<file path="src/rtl/regfile_write_arbiter.sv">
// regfile_write_arbiter: shares the bank write port between write-back and the MDU, with an MDU pending scoreboard.
// Define ARB_STARVE_GUARD_EN to compile in the starvation counter and one-cycle STALL state.
module regfile_write_arbiter #(
  parameter int DATA_W       = 32,
  parameter int STARVE_LIMIT = 4
) (
  input  logic              clk,
  input  logic              rst_n,
  input  logic              wb_valid,
  input  logic [4:0]        wb_rd,
  input  logic [DATA_W-1:0] wb_data,
  input  logic              mdu_valid,
  input  logic [4:0]        mdu_rd,
  input  logic [DATA_W-1:0] mdu_data,
  output logic              mdu_ready,
  input  logic              mdu_issue,
  input  logic [4:0]        mdu_issue_rd,
  input  logic [4:0]        ra,
  input  logic [4:0]        rb,
  output logic              hazard,
  output logic              stall,
  output logic              reg_write,
  output logic [4:0]        rw,
  output logic [DATA_W-1:0] busw
);
  logic              wb_grant, wr_en;
  logic [4:0]        wr_rd;
  logic [DATA_W-1:0] wr_data;
  logic [31:0]       pending_q, pending_d;
  logic              reg_write_q;
  logic [4:0]        rw_q;
  logic [DATA_W-1:0] busw_q;
`ifdef ARB_STARVE_GUARD_EN
  typedef enum logic {NORMAL, STALL} state_e;
  state_e     state_q, state_d;
  logic [3:0] starve_q, starve_d;
  always_comb begin
    wb_grant  = (state_q == NORMAL) & wb_valid;
    mdu_ready = (state_q == STALL) ? mdu_valid : mdu_valid & ~wb_valid;
    starve_d  = (mdu_valid & ~mdu_ready) ?
                ((starve_q == 4'(STARVE_LIMIT)) ? starve_q : starve_q + 4'd1) : 4'd0;
    state_d   = (state_q == NORMAL && mdu_valid && !mdu_ready &&
                 starve_q == 4'(STARVE_LIMIT - 1)) ? STALL : NORMAL;
  end
  assign stall = (state_q == STALL);
  always_ff @(posedge clk or negedge rst_n) begin
    if (!rst_n) begin
      state_q  <= NORMAL;
      starve_q <= 4'd0;
    end else begin
      state_q  <= state_d;
      starve_q <= starve_d;
    end
  end
`else
  assign wb_grant  = wb_valid;
  assign mdu_ready = mdu_valid & ~wb_valid;
  assign stall     = 1'b0;
`endif
  // r0 requests are consumed but never strobed, so rw/busw keep their last value
  always_comb begin
    wr_rd     = wb_grant ? wb_rd : mdu_rd;
    wr_data   = wb_grant ? wb_data : mdu_data;
    wr_en     = (wb_grant | mdu_ready) & (|wr_rd);
    pending_d = ((pending_q & ~(mdu_ready ? 32'd1 << mdu_rd : 32'd0)) |
                 (mdu_issue ? 32'd1 << mdu_issue_rd : 32'd0)) & ~32'd1;
  end
  assign hazard = ((|ra) & pending_q[ra]) | ((|rb) & pending_q[rb]);
  always_ff @(posedge clk or negedge rst_n) begin
    if (!rst_n) begin
      reg_write_q <= 1'b0;
      rw_q        <= 5'd0;
      busw_q      <= '0;
      pending_q   <= 32'd0;
    end else begin
      reg_write_q <= wr_en;
      pending_q   <= pending_d;
      if (wr_en) begin
        rw_q   <= wr_rd;
        busw_q <= wr_data;
      end
    end
  end
  assign reg_write = reg_write_q;
  assign rw        = rw_q;
  assign busw      = busw_q;
endmodule

</file>
<file path="config.mk">
export PLATFORM = sky130hd
export DESIGN_NAME = regfile_write_arbiter
export DESIGN_NICKNAME = d
export VERILOG_FILES = /design/src/rtl/regfile_write_arbiter.sv
export SDC_FILE = /design/constraint.sdc
export NUM_CORES = 1
export LEC_CHECK = 0
export ABC_CLOCK_PERIOD_IN_PS = 1900
export CORE_AREA = 2 2 94 96
export DETAILED_ROUTE_END_ITERATION = 12
export DIE_AREA = 0 0 96 98
export PLACE_DENSITY = 0.79
export SLEW_MARGIN = 5
export SYNTH_ARGS = -nofsm -noshare
export SYNTH_HDL_FRONTEND = slang
export SYNTH_SLANG_ARGS = --single-unit
</file>
<file path="constraint.sdc">
create_clock -name clk -period 1.9 [get_ports clk]
set_input_delay 0.19 -clock clk [delete_from_list [all_inputs] [get_ports clk]]
set_output_delay 0.19 -clock clk [all_outputs]
set_load 0.01 [all_outputs]
</file>
==> out/metrics.yaml <==
status: "finished, violations left"
violations: "negative setup slack"
fin_crit_ns: 2.280
finalSetupViolations: 1
core_area_um2: 8466
yosysUniqueCellTypes: 39
vias: 3431
crit_end: "hazard"
grt_pass1_wl_um: 17710
cts.sinks: 69
grt_use_total_pct: 24.55
cp-start-kind: "register"
vdd_drop_max_mv: 0.4182
syn_to_final_growth_pct: 50.02
fill_cells: 660
total_power_mw: 4.574
setup_tns_ns: -0.3798
leakagePower_nw: 2.278
grt_max_degree: 70
path_cells: "mux4_2, mux2i_1, nor3b_1, a311oi_1, nand4_1, buf_2"
r2r_cells: 3
path_clk_slew_ns: 0.08
rr_startpoint: "pending_q[9]"
cp-startpoint: "pending_q[15]"
port_buffers: 133
pre_cts_ws_ns: -0.7775
row_count: 34
drv_slew: 0
syn-instance-count: 351
wl_um: 10840
r2r-end: "pending_q[9]"
cts_htree_levels: 3
synth-seq-area-share_pct: 46.92
cts-root-buf: "clkbuf_8"
ant_nets: 0
worstSkewPairLatency_ns: 0.34
fmax_ghz: 0.4386
start_util_pct: 43.47
final_cell_mix: "clkdlybuf4s50_1 (128), dfrtp_1 (69), o21ai_0 (62), nor2_1 (42), mux2i_1 (40)"
drc: 0
ys_ff_latch: 69
drive_gt1_share_pct: 15.92
hold_viol: 0
required_ns: 1.71
grt_overflow: 0
endpoint_kind: "output port"
die_w_um: 96
cp.arrival_ns: 2.09
layout_setup_ws_ns: -0.3798
path_class: "reg -> out"
yosysWarnings: 0
syn_avg_cell_area_um2: 10.48
cts_tree: "built"
die_h_um: 98
fin_nets: 604
cts_buffers: 9
crit_slowest_cell: "mux4_2"
worstHoldPathType: "in -> async"
routed_via_density: 5.507
rsz0062_at_grt: "yes"
drt_iter0_markers: 203
fin_worst_skew_ns: 0
dp_hpwl_um: 8467
cp_max_fo: 3
insertedDiodeCount: 0
gp_congestion: 1.056
synth_area_um2: 3680
final_common_cell: "clkdlybuf4s50_1"
ios: 135
period_share_pct: 120.0
post-route-util_pct: 65.21
maxCapViolCount: 0
dr.pass1.iters: 5
drt-wirelength-per-cell_um: 17.39
grt_pass1_vias: 3549
power-per-cell-area_nw_per_um2: 828.5
r2r_slack_ns: 1.04
antenna_found_initial: 0
dieArea_um2: 9408
crit_path_max_incr_delay_ns: 0.48
clockBufferDepth: 2
syn_nets: 445
==> final cells by class <==
class                           instances  area (um^2)  share of cell area [%]
Clock buffer                            9        123.9                   2.244
Clock inverter                          7        98.84                   1.791
Inverter                                4        15.01                  0.2720
Multi-Input combinational cell        257         1784                   32.32
Sequential cell                        69         1727                   31.28
Tap cell                              108        135.1                   2.448
Timing Repair Buffer                  169         1637                   29.65
==> critical path, delay by kind of cell (launching register included) <==
family | cells | cell delay (ns)
AND/OR/NAND/NOR | 2 | 0.23
AO/OA/AOI/OAI | 1 | 0.29
flip-flops | 1 | 0.43
multiplexers | 2 | 0.63
buffers and inverters | 1 | 0.17
==> per-layer routing <==
layer	vias to the layer above	wire, um	GRT usage (%)
met5	-	0	0
li1	1598	-	-
met4	0	384	11.43
met1	1621	3952	28.19
met2	180	5389	40.54
met3	32	1111	8.565
==> how the worst min path moves through the flow <==
stage / startpoint / to / cells past startpoint
global placement: rst_n / busw[27] / 2
finish: rst_n / busw[28] / 3
CTS: rst_n / busw[27] / 3
global route: rst_n / busw[30] / 3
floorplan: rst_n / busw[0] / 0
detailed placement: rst_n / busw[28] / 2
==> cell usage after synthesis <==
| cell | n | area (um^2) |
|---|---|---|
| nand2_1 | 7 | 26.28 |
| nor2_1 | 42 | 157.7 |
| a221oi_1 | 2 | 17.52 |
| nor4bb_1 | 1 | 10.01 |
| nor2b_1 | 3 | 18.77 |
| o311a_1 | 1 | 10.01 |
| a22oi_1 | 1 | 7.510 |
| clkbuf_8 | 1 | 13.76 |
| a31oi_1 | 2 | 12.51 |
| o21ai_0 | 63 | 315.3 |
| o21ai_2 | 1 | 8.760 |
| a21oi_1 | 36 | 180.2 |
| or3_4 | 1 | 11.26 |
| o32ai_1 | 1 | 8.760 |
| a2111oi_0 | 1 | 8.760 |
| buf_6 | 8 | 90.09 |
| nor3b_1 | 2 | 15.01 |
| o31ai_4 | 1 | 21.27 |
| buf_2 | 4 | 20.02 |
| nand3_1 | 5 | 25.02 |
| buf_4 | 2 | 15.01 |
| conb_1 | 1 | 3.750 |
| mux2i_1 | 40 | 400.4 |
| or2_2 | 5 | 31.28 |
| o2111ai_1 | 1 | 8.760 |
| or4_1 | 1 | 7.510 |
| or3b_2 | 3 | 26.28 |
| inv_1 | 4 | 15.01 |
| mux4_2 | 11 | 247.7 |
| o21ai_1 | 2 | 10.01 |
| nand3b_1 | 8 | 60.06 |
| mux2_2 | 6 | 67.56 |
| dfrtp_1 | 69 | 1727 |
| nand2b_1 | 5 | 31.28 |
| clkbuf_1 | 6 | 22.52 |
| o22ai_1 | 1 | 6.260 |
| nand4_1 | 1 | 6.260 |
| a311oi_1 | 1 | 8.760 |
| or3_1 | 1 | 6.260 |
==> power breakdown <==
| group | switching [mW] | internal, mW |
|---|---|---|
| registers | 0.196 | 1.72 |
| clock network | 0.590 | 0.745 |
| logic | 0.535 | 0.784 |
==> state kept, by name (all words and copies together), names as in the netlist <==
signal     count
reg_write      1
rw             5
busw          32
pending_q     31
==> logic make-up after synthesis <==
family	synth area share [%]
DFF	46.92
buffers and inverters	4.794
AOI/OAI and AO/OA	16.97
and+or+nand+nor	11.77
muxes	19.45
other	0.1019
==> repair_timing <==
item                                    in CTS  in global routing
gates cloned                                 0                  0
endpoints found under the hold margin       69                  0
endpoints found under the setup margin       1                  1
setup buffers                                0                  0
gates resized for setup                      6                  1
pin swaps                                    2                  3
hold buffers                                 1                  0
==> stage by stage <==
| stage | hold WS [ns] | cells | cell area [um^2] |
|---|---|---|---|
| after floorplan | -0.1056 | 351 | 3680 |
| after global placement | 0.2406 | 606 | 5295 |
| after detailed placement | 0.2445 | 606 | 5295 |
| after CTS | 0.3945 | 623 | 5520 |
| after global routing | 0.4405 | 623 | 5520 |
| final | 0.4051 | 623 | 5520 |
Power figures use the tool's default switching activity.
